--- config.mk ---
export PLATFORM = sky130hd
export DESIGN_NAME = core_multi_cycle_counter_flat
export DESIGN_NICKNAME = d
export VERILOG_FILES = /design/src/rtl/core_multi_cycle_counter_if.sv /design/src/rtl/core_multi_cycle_counter.sv /design/src/flat_wrapper.sv
export SDC_FILE = /design/constraint.sdc
export NUM_CORES = 1
export LEC_CHECK = 0
export BUFFER_PORTS_ARGS = -buffer_cell sky130_fd_sc_hd__buf_2
export CORE_MARGIN = 3
export CORE_UTILIZATION = 45
export CTS_CLUSTER_SIZE = 28
export DETAILED_ROUTE_END_ITERATION = 16
export PLACE_DENSITY = 0.68
export SYNTH_ARGS = -nofsm -noshare
export SYNTH_HDL_FRONTEND = slang
export SYNTH_SLANG_ARGS = --single-unit
export TNS_END_PERCENT = 30
--- constraint.sdc ---
create_clock -name clk -period 11.9 [get_ports clk]
set_input_delay 1.19 -clock clk [delete_from_list [all_inputs] [get_ports clk]]
set_output_delay 1.19 -clock clk [all_outputs]
set_load 0.02 [all_outputs]
--- src/rtl/core_multi_cycle_counter_if.sv ---
// Control/status bundle between the register slave (master side) and the
// multi-channel cycle counter (slave side).
interface core_multi_cycle_counter_if #(
   parameter int NUM_CH        = 4,
   parameter int NUM_CYCLE_BIT = 32
);
   logic [NUM_CH-1:0]               i_run;
   logic [NUM_CH-1:0]               i_abort;
   logic [NUM_CH-1:0]               i_reload;
   logic [NUM_CH*NUM_CYCLE_BIT-1:0] i_num_cycle;
   logic [NUM_CH-1:0]               i_done_clr;
   logic [NUM_CH-1:0]               o_idle;
   logic [NUM_CH-1:0]               o_running;
   logic [NUM_CH-1:0]               o_done;
   logic [NUM_CH-1:0]               o_tick;
   logic [NUM_CH*NUM_CYCLE_BIT-1:0] o_cnt;
   logic                            o_any_done;

   modport master (
      output i_run, i_abort, i_reload, i_num_cycle, i_done_clr,
      input  o_idle, o_running, o_done, o_tick, o_cnt, o_any_done
   );

   modport slave (
      input  i_run, i_abort, i_reload, i_num_cycle, i_done_clr,
      output o_idle, o_running, o_done, o_tick, o_cnt, o_any_done
   );
endinterface

--- src/rtl/core_multi_cycle_counter.sv ---
// Multi-channel IDLE/RUNNING/DONE cycle counter with one-shot/periodic modes.
// Optional: define CORE_CYCLE_CNT_RETRIGGER_EN to let i_run restart a running channel.
module core_multi_cycle_counter #(
   parameter int NUM_CYCLE_BIT = 32,
   parameter int NUM_CH        = 4
) (
   input  logic                        clk,
   input  logic                        reset,
   core_multi_cycle_counter_if.slave   bus
);

   typedef enum logic [1:0] {
      IDLE    = 2'd0,
      RUNNING = 2'd1,
      DONE    = 2'd2
   } state_t;

   localparam logic [NUM_CYCLE_BIT-1:0] ONE = NUM_CYCLE_BIT'(1);

   logic [NUM_CH-1:0]               idle_vec;
   logic [NUM_CH-1:0]               running_vec;
   logic [NUM_CH-1:0]               done_vec;
   logic [NUM_CH-1:0]               tick_vec;
   logic [NUM_CH*NUM_CYCLE_BIT-1:0] cnt_vec;

   for (genvar k = 0; k < NUM_CH; k++) begin : g_ch
      state_t                   state_q, state_d;
      logic [NUM_CYCLE_BIT-1:0] cnt_q, cnt_d;
      logic [NUM_CYCLE_BIT-1:0] num_q, num_d;
      logic                     reload_q, reload_d;
      logic                     tick_q, tick_d;
      logic [NUM_CYCLE_BIT-1:0] num_in;
      logic                     run_ok;
      logic                     last;

      assign num_in = bus.i_num_cycle[k*NUM_CYCLE_BIT +: NUM_CYCLE_BIT];
      assign run_ok = bus.i_run[k] && (num_in != '0);
      // num_q is never 0 while RUNNING, so num_q-1 cannot underflow here
      assign last   = (cnt_q == (num_q - ONE));

      always_ff @(posedge clk or posedge reset) begin
         if (reset) begin
            state_q  <= IDLE;
            cnt_q    <= '0;
            num_q    <= '0;
            reload_q <= 1'b0;
            tick_q   <= 1'b0;
         end else begin
            state_q  <= state_d;
            cnt_q    <= cnt_d;
            num_q    <= num_d;
            reload_q <= reload_d;
            tick_q   <= tick_d;
         end
      end

      always_comb begin
         state_d  = state_q;
         cnt_d    = cnt_q;
         num_d    = num_q;
         reload_d = reload_q;
         tick_d   = 1'b0;
         case (state_q)
            IDLE: begin
               if (run_ok) begin
                  state_d  = RUNNING;
                  cnt_d    = '0;
                  num_d    = num_in;
                  reload_d = bus.i_reload[k];
               end
            end
            RUNNING: begin
               if (bus.i_abort[k]) begin
                  state_d = IDLE;
                  cnt_d   = '0;
               end
`ifdef CORE_CYCLE_CNT_RETRIGGER_EN
               else if (bus.i_run[k]) begin
                  // restart abandons the current period without a tick
                  if (run_ok) begin
                     cnt_d    = '0;
                     num_d    = num_in;
                     reload_d = bus.i_reload[k];
                  end else begin
                     state_d = IDLE;
                     cnt_d   = '0;
                  end
               end
`endif
               else if (last) begin
                  tick_d = 1'b1;
                  if (reload_q) cnt_d = '0;
                  else          state_d = DONE;
               end else begin
                  cnt_d = cnt_q + ONE;
               end
            end
            DONE: begin
               if (bus.i_abort[k]) begin
                  state_d = IDLE;
                  cnt_d   = '0;
               end else if (run_ok) begin
                  state_d  = RUNNING;
                  cnt_d    = '0;
                  num_d    = num_in;
                  reload_d = bus.i_reload[k];
               end else if (bus.i_done_clr[k]) begin
                  state_d = IDLE;
                  cnt_d   = '0;
               end
            end
            default: begin
               state_d = IDLE;
               cnt_d   = '0;
            end
         endcase
      end

      assign idle_vec[k]    = (state_q == IDLE);
      assign running_vec[k] = (state_q == RUNNING);
      assign done_vec[k]    = (state_q == DONE);
      assign tick_vec[k]    = tick_q;
      assign cnt_vec[k*NUM_CYCLE_BIT +: NUM_CYCLE_BIT] = cnt_q;
   end

   assign bus.o_idle     = idle_vec;
   assign bus.o_running  = running_vec;
   assign bus.o_done     = done_vec;
   assign bus.o_tick     = tick_vec;
   assign bus.o_cnt      = cnt_vec;
   assign bus.o_any_done = |done_vec;

endmodule

--- src/flat_wrapper.sv ---
// flat-port wrapper written by rule: the top's interface ports become plain ports
module core_multi_cycle_counter_flat 
#(
   parameter int NUM_CYCLE_BIT = 32,
   parameter int NUM_CH        = 4
)
  (clk, reset, bus_i_run, bus_i_abort, bus_i_reload, bus_i_num_cycle, bus_i_done_clr, bus_o_idle, bus_o_running, bus_o_done, bus_o_tick, bus_o_cnt, bus_o_any_done);
  core_multi_cycle_counter_if #(.NUM_CH(NUM_CH), .NUM_CYCLE_BIT(NUM_CYCLE_BIT)) bus_i ();
  input  logic clk;
  input  logic reset;
  input wire logic [$bits(bus_i.i_run)-1:0] bus_i_run;
  input wire logic [$bits(bus_i.i_abort)-1:0] bus_i_abort;
  input wire logic [$bits(bus_i.i_reload)-1:0] bus_i_reload;
  input wire logic [$bits(bus_i.i_num_cycle)-1:0] bus_i_num_cycle;
  input wire logic [$bits(bus_i.i_done_clr)-1:0] bus_i_done_clr;
  output wire logic [$bits(bus_i.o_idle)-1:0] bus_o_idle;
  output wire logic [$bits(bus_i.o_running)-1:0] bus_o_running;
  output wire logic [$bits(bus_i.o_done)-1:0] bus_o_done;
  output wire logic [$bits(bus_i.o_tick)-1:0] bus_o_tick;
  output wire logic [$bits(bus_i.o_cnt)-1:0] bus_o_cnt;
  output wire logic [$bits(bus_i.o_any_done)-1:0] bus_o_any_done;
  assign bus_i.i_run = bus_i_run;
  assign bus_i.i_abort = bus_i_abort;
  assign bus_i.i_reload = bus_i_reload;
  assign bus_i.i_num_cycle = bus_i_num_cycle;
  assign bus_i.i_done_clr = bus_i_done_clr;
  assign bus_o_idle = bus_i.o_idle;
  assign bus_o_running = bus_i.o_running;
  assign bus_o_done = bus_i.o_done;
  assign bus_o_tick = bus_i.o_tick;
  assign bus_o_cnt = bus_i.o_cnt;
  assign bus_o_any_done = bus_i.o_any_done;
  core_multi_cycle_counter #(.NUM_CYCLE_BIT(NUM_CYCLE_BIT), .NUM_CH(NUM_CH)) u_core (.clk(clk), .reset(reset), .bus(bus_i));
endmodule
==> qor.txt, run 1 <==
status: finished clean
Synth async-reset ratio: 1.000
post-synthesis sequential area ratio: 0.3809
CTS Buf Count: 34
global-route wire length before repair: 83800 µm
Worst-Margin Slew: 1.204 ns
CP max FO: 24
initial antenna violation count: 2
most frequent cells in the layout: 290 x buf_2, 272 x dfrtp_1, 138 x mux2_2, 134 x nor2_1, 117 x nand2_1
CTS Sinks: 272
largest area contributor in the netlist: dfrtp_1
commonest non-fill, non-tap cell in the layout: buf_2
H-tree Lvls: 2
Initial Utilization: 0.4591
# DRC: 0
vias per inst: 6.086
Mapped Area: 17870 µm²
I/O pin count: 291
nets: 2339
clock skew: 0.01172 ns
syn_area_per_cell: 9.145 µm²
synth top area cells: dfrtp_1 38%, mux2_2 8.7%, xnor2_1 4.9%
Syn. warnings: 0
worst skew pair latency: 0.53 ns
RD Place Congestion: 0.9276
Layout Area Growth over Synthesis: 15.81%
RSZ-0062 raised after global routing: false
Detailed Place HPWL: 39340 µm
pwr dens: 137.7 nW/µm²
routed vias: 16590
Mapped Cells: 1954
P_leak: 8.701 nW
DRT antenna net count: 0
DRT Wirelength: 53110 µm
CTS root buf: clkbuf_16
largest net degree at the start of global routing: 120
postcts setup bufs: 0
post-cts resize count: 0
Hold Vio Cnt, Final: 0
overall power: 2.849 mW
TNS Setup: 0 ns
EDFF count, synth: 0
1st-iter DRT viols: 1146
Setup WS pre-CTS: 7.577 ns
fin crit share: 0.3651
critical path data arrival time: 4.80 ns
Post-Syn Nets: 2108
FMAX: 0.2302 GHz
final setup vio count: 0
share of cells above drive strength 1: 0.2430
clk buf depth: 3
critical path launch point type: flip-flop
Final Core Density: 0.5317
die height: 205.3 µm
final worst slack: 7.556 ns
reg2reg start: u_core.g_ch[2].num_q[0]
FP Rows: 72
die area: 42130 µm²
Core ar.: 38920 µm²
number of global-route vias before repair: 15610
Die X: 205.3 µm
cts hold-fix bufs: 0
CTS tree: yes
Total GRT Usage: 0.2443
Data required, critical path: 12.36 ns
final worst path period need: 4.344 ns
port buffer count: 290
Synth Register Bits: 272
CP endpoint kind: flip-flop
max_slew headroom: 0.1971
Cell variety after synth: 85
worst hold start: u_core.g_ch[0].num_q[31]
CP cell instances: inv_1 > ha_1 > or4b_2 > nor2_1 > o211ai_1 > nor4b_1 > o2111ai_1 > nor4_4 > nand3_2 > o31ai_4 > mux2_2
maximum vdd drop: 0.1180 mV
top cell type's share of synthesized area: 0.3809
Max-cap violations: 0
grt ovf: 0
First-pass DRT Iterations: 6
Worst Setup SP: u_core.g_ch[2].num_q[0]
Hold WC Path Type: flip-flop to flip-flop
Worst path slowest cell: o31ai_4
Reg clk slew, reported paths: 0.06 ns
max incr delay on CP: 0.88 ns
Slew Limit Fails: 0
most used flip-flop cell after synthesis: dfrtp_1
drt wl/cell: 19.49 µm
Setup Crit Path Kind: flip-flop to flip-flop
[stage by stage]
step	std cells	hold slack, ns	cell area, µm²
3_3_place_gp	2667	0.5110	19610
3_5_place_dp	2667	0.5326	19610
2_1_floorplan	1954	0.4738	17870
6_report	2725	0.5447	20690
5_1_grt	2725	0.5627	20690
4_1_cts	2724	0.5449	20690
[critical path, delay by kind of cell, from the launching register on]
family	cells	cell delay [ns]
AND/OR/NAND/NOR	5	1.89
AO/OA/AOI/OAI	3	1.26
flip-flops	1	0.44
multiplexers	1	0.31
adder cells (fa/ha/maj)	1	0.27
buffers and inverters	1	0.08
[flip-flops by register name, summed over array words and instances (netlist names)]
signal / count
u_core.g_ch.state_q: 8
u_core.g_ch.cnt_q: 128
u_core.g_ch.num_q: 128
u_core.g_ch.tick_q: 4
u_core.g_ch.reload_q: 4
[power breakdown]
group          internal, mW  switching [mW]  leakage [nW]
Combinational         0.291           0.316          4.69
Sequential             1.03           0.193          3.48
Clock                 0.609           0.407         0.528
[final timing paths]
path	to	slack (ns)	cells after the start
min in group asynchronous	u_core.g_ch[0].num_q[4]	0.84	2
worst max-delay path	u_core.g_ch[2].cnt_q[0]	7.56	11
worst min-delay path	u_core.g_ch[0].num_q[31]	0.54	1
worst max register to register	u_core.g_ch[2].cnt_q[0]	7.56	11
worst min register to register	u_core.g_ch[0].num_q[31]	0.54	1
max in group asynchronous	u_core.g_ch[1].num_q[28]	9.46	3
[Yosys cell counts, types with 59 or more instances]
library cell and number:
nor4_1 70, nand4_1 67, clkbuf_1 60, and3_1 59
o21ai_0 102, dfrtp_1 272, nand3_1 81, a21oi_1 77
nor3_1 66, or3_1 69, mux2_2 138, nand2_1 117
nor2_1 134, xnor2_1 99
[cell families (layout without fill, tap and decap cells)]
family          count (synthesis)  in the layout  synth area share
mux                           146            146           0.09145
compound gates                379            379            0.1456
buf+inv                       146            398           0.03487
flops                         272            272            0.3809
fa+ha+maj                       8              8          0.005602
other cells                     0              1                 0
simple gates                  850            850            0.2666
xor+xnor                      153            153           0.07499
[area by class of cell]
type	count	area, µm²
fillers	3615	18220
multi-input cells	1536	10450
flip-flops and latches	272	6807
repair buffers	304	1556
clock buffers	50	1012
well taps	518	648.1
inverters	37	146.4
clock inverters	7	68.82
diodes	1	2.502
[metal layers]
metal,track usage,vias up,part of all wire
li1,-,7827,-
met1,0.3408,8065,0.45
met2,0.3828,585,0.45
met3,0.04382,106,0.069
met4,0.08543,2,0.032
met5,0,-,0.00024
Power figures use the tool's default switching activity.
==> run 2: changes to the inputs <==
==> constraint.sdc (replaced) <==
create_clock -name clk -period 4.43 [get_ports clk]
set_input_delay 0.443 -clock clk [delete_from_list [all_inputs] [get_ports clk]]
set_output_delay 0.443 -clock clk [all_outputs]
set_load 0.02 [all_outputs]
==> qor.txt, run 2 (synthesis results as in run 1) <==
clk buf depth: 3 (unchanged)
die area: 42130 µm² (unchanged)
CTS tree: yes
Initial Utilization: 0.4591 (unchanged)
number of global-route vias before repair: 15740 (+0.84%)
antenna diode count: 0 (-1)
Detailed Place HPWL: 39810 µm (+1.2%)
max_slew headroom: 0.3723 (+0.1751)
Hold Vio Cnt, Final: 0 (unchanged)
port buffer count: 290 (unchanged)
H-tree Lvls: 1 (-1)
die height: 205.3 µm (unchanged)
cts hold-fix bufs: 0 (unchanged)
Largest regs: u_core.g_ch.cnt_q x128, u_core.g_ch.num_q x128, u_core.g_ch.state_q x8
RD Place Congestion: 0.9139 (-1.5%)
FP Rows: 72 (unchanged)
Core ar.: 38920 µm² (unchanged)
worst r2r dst: u_core.g_ch[0].cnt_q[26]
postcts setup bufs: 0 (unchanged)
largest net degree at the start of global routing: 126 (+5.0%)
Min Hold Slack: 0.04222 ns (-0.5024 ns)
First-pass DRT Iterations: 5 (-1)
CP endpoint kind: flip-flop
commonest non-fill, non-tap cell in the layout: buf_2
reg2reg path depth: 12 (+1)
Slew Limit Fails: 0 (unchanged)
1st-iter DRT viols: 1045 (-8.8%)
Sequential cell area: 6807 µm² (unchanged)
maximum vdd drop: 0.3421 mV (+190%)
Layout Area Growth over Synthesis: 16.14%
Max-cap violations: 0 (unchanged)
fill cell count: 3611 (-0.11%)
share of cells above drive strength 1: 0.2471 (+0.004090)
RSZ-0062 raised after global routing: false
DRT antenna net count: 0 (unchanged)
clock skew: 0.01038 ns (-0.001339 ns)
grt ovf: 0 (unchanged)
post-cts resize count: 0 (unchanged)
CTS Buf Count: 31 (-8.8%)
Total GRT Usage: 0.2440 (-0.0003409)
TNS Setup: 0 ns (unchanged)
initial antenna violation count: 3 (+1)
vias per inst: 6.145 (+0.96%)
Die X: 205.3 µm (unchanged)
CP max FO: 23 (-4.2%)
Reg2Reg Setup Slack: 0.46 ns (-7.09 ns)
DRT Wirelength: 53590 µm (+0.91%)
FMAX: 0.2520 GHz (+9.5%)
final setup vio count: 0 (unchanged)
worst skew pair latency: 0.58 ns (+0.05 ns)
nets: 2346 (+0.30%)
P_leak: 8.754 nW (+0.61%)
Worst-Margin Slew: 0.9344 ns (-0.2699 ns)
global-route wire length before repair: 84440 µm (+0.76%)
critical path data arrival time: 4.47 ns (-0.33 ns)
routed vias: 16790 (+1.2%)
fin crit share: 0.8959 (+0.5308)
I/O pin count: 291 (unchanged)
reg2reg start: u_core.g_ch[0].num_q[0]
drt wl/cell: 19.62 µm (+0.65%)
final worst path period need: 3.969 ns (-0.3756 ns)
CTS Sinks: 272 (unchanged)
pwr dens: 363.6 nW/µm² (+160%)
Data required, critical path: 4.93 ns (-7.43 ns)
Hold WC Path Type: input port to async pin
Multi-input gate area: 10450 µm² (unchanged)
status: finished clean
# DRC: 0 (unchanged)
most frequent cells in the layout: 290 x buf_2, 272 x dfrtp_1, 138 x mux2_2, 134 x nor2_1, 117 x nand2_1
CTS root buf: clkbuf_16
critical path launch point type: flip-flop
Reg clk slew, reported paths: 0.06 ns (about the same)
Setup Crit Path Kind: flip-flop to flip-flop
-- run 2: changes by cell type in the layout (fill, tap and decap cells not counted), sizes merged --
| cell | before | now |
|---|---|---|
| clkinv | 3 | 5 |
| diode | 1 | 0 |
| inv | 38 | 37 |
| clkbuf | 50 | 48 |
| clkinvlp | 2 | 1 |
| buf | 304 | 314 |
-- run 2: power by group --
group	internal, mW	switching (mW)	leakage [nW]	total, mW
combinational	0.791	0.851	4.75	1.64
clock	1.54	1.05	0.518	2.60
sequential	2.78	0.529	3.48	3.31
total	5.11	2.43	8.75	7.55
-- run 2: per-layer routing --
layer | share of wire | track usage | vias to the layer above
li1 | - | - | 7844
met1 | 0.44 | 0.3400 | 8276
met2 | 0.46 | 0.3952 | 566
met3 | 0.068 | 0.04192 | 100
met4 | 0.027 | 0.06273 | 2
met5 | 0.00032 | 0 | -
-- run 2: cell type report --
| cell class | instances | share of cell area |
|---|---|---|
| repair buffers | 314 | 0.08043 |
| clock buffers | 48 | 0.04673 |
| flip-flops and latches | 272 | 0.3280 |
| inverters | 37 | 0.006873 |
| multi-input cells | 1536 | 0.5037 |
| well taps | 518 | 0.03123 |
| clock inverters | 7 | 0.003075 |
-- run 2: worst max path at each step --
stage                                        from                  endpoint  slack, ns  cells past startpoint
after global placement    u_core.g_ch[0].num_q[0]  u_core.g_ch[0].cnt_q[31]       0.65                     12
after detailed placement  u_core.g_ch[0].num_q[0]  u_core.g_ch[0].cnt_q[22]       0.54                     12
after floorplan                             reset   u_core.g_ch[0].cnt_q[0]       0.39                      1
after CTS                 u_core.g_ch[0].num_q[0]  u_core.g_ch[0].cnt_q[22]       0.51                     12
final                     u_core.g_ch[0].num_q[0]  u_core.g_ch[0].cnt_q[26]       0.46                     12
after global routing      u_core.g_ch[0].num_q[0]  u_core.g_ch[0].cnt_q[30]       0.11                     12
-- run 2: critical path, stage by stage, from the launching register on --
cell and delay, ns:
dfrtp_1 0.45, inv_1 0.09, ha_1 0.28, nor3b_1 0.48, and4_1 0.34, a21oi_1 0.10, o21a_1 0.19, or3b_2 0.49
a2111oi_4 0.48, and3_1 0.43, buf_4 0.29, o21ai_0 0.14, a21oi_1 0.14
-- run 2: stage by stage --
stage               cell area, µm²  total power, mW  instances  utilization  setup WS, ns
floorplan                    17870            4.440       1954            -        0.3916
global placement             19720            4.907       2677       0.5067        0.6510
detailed placement           19720            4.962       2677       0.5067        0.5391
CTS                          20750            7.607       2732       0.5332        0.5139
global route                 20750            7.920       2732       0.5332        0.1086
finish                       20750            7.546       2732       0.5332        0.4614
==> run 3: changes to the inputs <==
--- a/config.mk
+++ b/config.mk
@@ -10,7 +10,7 @@
 export CORE_UTILIZATION = 45
 export CTS_CLUSTER_SIZE = 28
 export DETAILED_ROUTE_END_ITERATION = 16
-export PLACE_DENSITY = 0.68
+export PLACE_DENSITY = 0.77
 export SYNTH_ARGS = -nofsm -noshare
 export SYNTH_HDL_FRONTEND = slang
 export SYNTH_SLANG_ARGS = --single-unit
==> qor.txt, run 3 (synthesis results as in run 1) <==
largest net degree at the start of global routing: 117 (-7.1%)
cts hold-fix bufs: 0 (unchanged)
worst r2r dst: u_core.g_ch[2].cnt_q[4]
Largest regs: u_core.g_ch.cnt_q x128, u_core.g_ch.num_q x128, u_core.g_ch.state_q x8
nets: 2348 (+0.085%)
Buf/Inv on CP: 2 (unchanged)
total net switching power: 2.425 mW (-0.33%)
Layout Area Growth over Synthesis: 15.65%
Sw Share: 0.3290 (+0.006548)
die area: 42130 µm² (unchanged)
crit path capture: u_core.g_ch[2].cnt_q[4]
RSZ-0062 raised after global routing: false
fin crit share: 0.8777 (-0.01819)
die height: 205.3 µm (unchanged)
CTS tree: yes
reg2reg start: u_core.g_ch[2].num_q[0]
Worst Setup SP: u_core.g_ch[2].num_q[0]
Total GRT Usage: 0.2466 (+0.002565)
H-tree Lvls: 1 (unchanged)
post-cts resize count: 0 (unchanged)
most frequent cells in the layout: 290 x buf_2, 272 x dfrtp_1, 138 x mux2_2, 134 x nor2_1, 117 x nand2_1
max incr delay on CP: 0.77 ns (+0.28 ns)
crit-path most repeated cell: o21ai_0
Worst-Margin Slew: 0.9916 ns (+0.05717 ns)
grt ovf: 0 (unchanged)
fill cell count: 3542 (-1.9%)
max_slew headroom: 0.3376 (-0.03471)
P_int: 4.946 mW (-3.3%)
CTS root buf: clkbuf_16
initial antenna violation count: 4 (+1)
routed vias: 16740 (-0.30%)
final worst path period need: 3.888 ns (-0.08057 ns)
Hold WC Path Type: input port to async pin
postcts setup bufs: 0 (unchanged)
Reg2Reg Setup Slack: 0.54 ns (+0.08 ns)
Die X: 205.3 µm (unchanged)
final setup vio count: 0 (unchanged)
Data required, critical path: 4.95 ns (+0.02 ns)
clock share of power: 0.326 (-0.018)
pwr dens: 356.7 nW/µm² (-1.9%)
port buffer count: 290 (unchanged)
First-pass DRT Iterations: 5 (unchanged)
Reg clk slew, reported paths: 0.06 ns (about the same)
DRT antenna net count: 0 (unchanged)
Hold Vio Cnt, Final: 0 (unchanged)
Max-cap violations: 0 (unchanged)
worst skew pair latency: 0.58 ns (about the same)
final worst slack: 0.5419 ns (+0.08057 ns)
Crit path max-delay family: simple AND/OR/NAND/NOR gates
reg2reg path depth: 12 (unchanged)
RD Place Congestion: 0.9374 (+2.6%)
Final Core Density: 0.5310 (-0.002250)
CTS Sinks: 272 (unchanged)
CP max FO: 54 (+130%)
Setup Crit Path Kind: flip-flop to flip-flop
Detailed Place HPWL: 40240 µm (+1.1%)
drt wl/cell: 19.77 µm (+0.78%)
maximum vdd drop: 0.2943 mV (-14%)
share of cells above drive strength 1: 0.2435 (-0.003613)
Min Hold Slack: 0.08857 ns (+0.04635 ns)
CP cell instances: inv_1 > ha_1 > or4b_2 > or4_1 > o21ai_0 > o21ai_0 > a211oi_1 > a21oi_2 > a31oi_4 > buf_4 > nor3b_1 > a211o_1
number of global-route vias before repair: 15670 (-0.43%)
critical path data arrival time: 4.40 ns (-0.07 ns)
Sequential cell area: 6807 µm² (unchanged)
FP Rows: 72 (unchanged)
Worst path slowest cell: or4b_2
Setup WS pre-CTS: 0.6172 ns (+0.07808 ns)
CTS Buf Count: 31 (unchanged)
P_leak: 8.701 nW (-0.60%)
Multi-input gate area: 10450 µm² (unchanged)
commonest non-fill, non-tap cell in the layout: buf_2
TNS Setup: 0 ns (unchanged)
Reg power frac: 0.448 (+0.010)
status: finished clean
critical path launch point type: flip-flop
overall power: 7.371 mW (-2.3%)
vias per inst: 6.120 (-0.41%)
FMAX: 0.2572 GHz (+2.1%)
Initial Utilization: 0.4591 (unchanged)
clock skew: 0.008191 ns (-0.002191 ns)
CP Depth: 12 (unchanged)
global-route wire length before repair: 84970 µm (+0.63%)
Slew Limit Fails: 0 (unchanged)
clk buf depth: 3 (unchanged)
Core ar.: 38920 µm² (unchanged)
I/O pin count: 291 (unchanged)
DRT Wirelength: 54070 µm (+0.89%)
# DRC: 0 (unchanged)
combinational power share: 0.226 (+0.008)
CP endpoint kind: flip-flop
1st-iter DRT viols: 1327 (+27%)
## run 3: cell types whose count changed in the layout (fill, tap and decap cells not counted)
cell,change
clkbuf_8,-7
bufinv_16,-1
clkbuf_1,+8
buf_4,+2
diode_2,+3
clkinv_2,-1
inv_6,-1
## run 3: metrics by stage
| stage | area (µm²) | instances |
|---|---|---|
| floorplan | 17870 | 1954 |
| global placement | 19730 | 2679 |
| detailed placement | 19730 | 2679 |
| CTS | 20660 | 2732 |
| global route | 20660 | 2735 |
| finish | 20660 | 2735 |
## run 3: worst min-delay path by stage
stage                                        start                        end  slack [ns]
after floorplan            u_core.g_ch[3].reload_q  u_core.g_ch[3].state_q[1]        0.47
final                                        reset    u_core.g_ch[3].cnt_q[1]        0.09
after global routing               bus_i_reload[2]    u_core.g_ch[2].reload_q         0.1
after CTS                          bus_i_reload[0]    u_core.g_ch[0].reload_q        0.07
after detailed placement  u_core.g_ch[3].num_q[31]   u_core.g_ch[3].num_q[31]        0.53
after global placement    u_core.g_ch[0].num_q[31]   u_core.g_ch[0].num_q[31]        0.51
## run 3: routing by layer
| layer | global-route usage | vias up | wire length, µm |
|---|---|---|---|
| li1 | - | 7834 | - |
| met1 | 0.3340 | 8156 | 23100 |
| met2 | 0.4062 | 621 | 25590 |
| met3 | 0.03275 | 124 | 3264 |
| met4 | 0.08787 | 2 | 2100 |
| met5 | 0 | - | 13 |
## run 3: area by class of cell
cell class,instances,area share
antenna,3,0.0003633
clock buffer,49,0.04372
clock inverter,4,0.0009688
inverter,37,0.006902
multi-input combinational,1536,0.5058
sequential,272,0.3294
tap,518,0.03136
timing repair buffer,316,0.08150
## run 3: power by group through the flow
stage	clock, mW	combinational, mW	sequential [mW]
after floorplan	0	1.32	3.12
after global placement	0	1.60	3.31
after detailed placement	0	1.65	3.33
after CTS	2.46	1.66	3.29
after global routing	2.56	1.83	3.35
final	2.40	1.67	3.30
## run 3: worst reg2reg max path, delay by kind of cell (launching register included)
family / cells / cell delay [ns]
AO/OA/AOI/OAI: 6 / 1.04
adder cells (fa/ha/maj): 1 / 0.25
buffers and inverters: 2 / 0.51
flip-flops: 1 / 0.43
AND/OR/NAND/NOR: 3 / 1.59
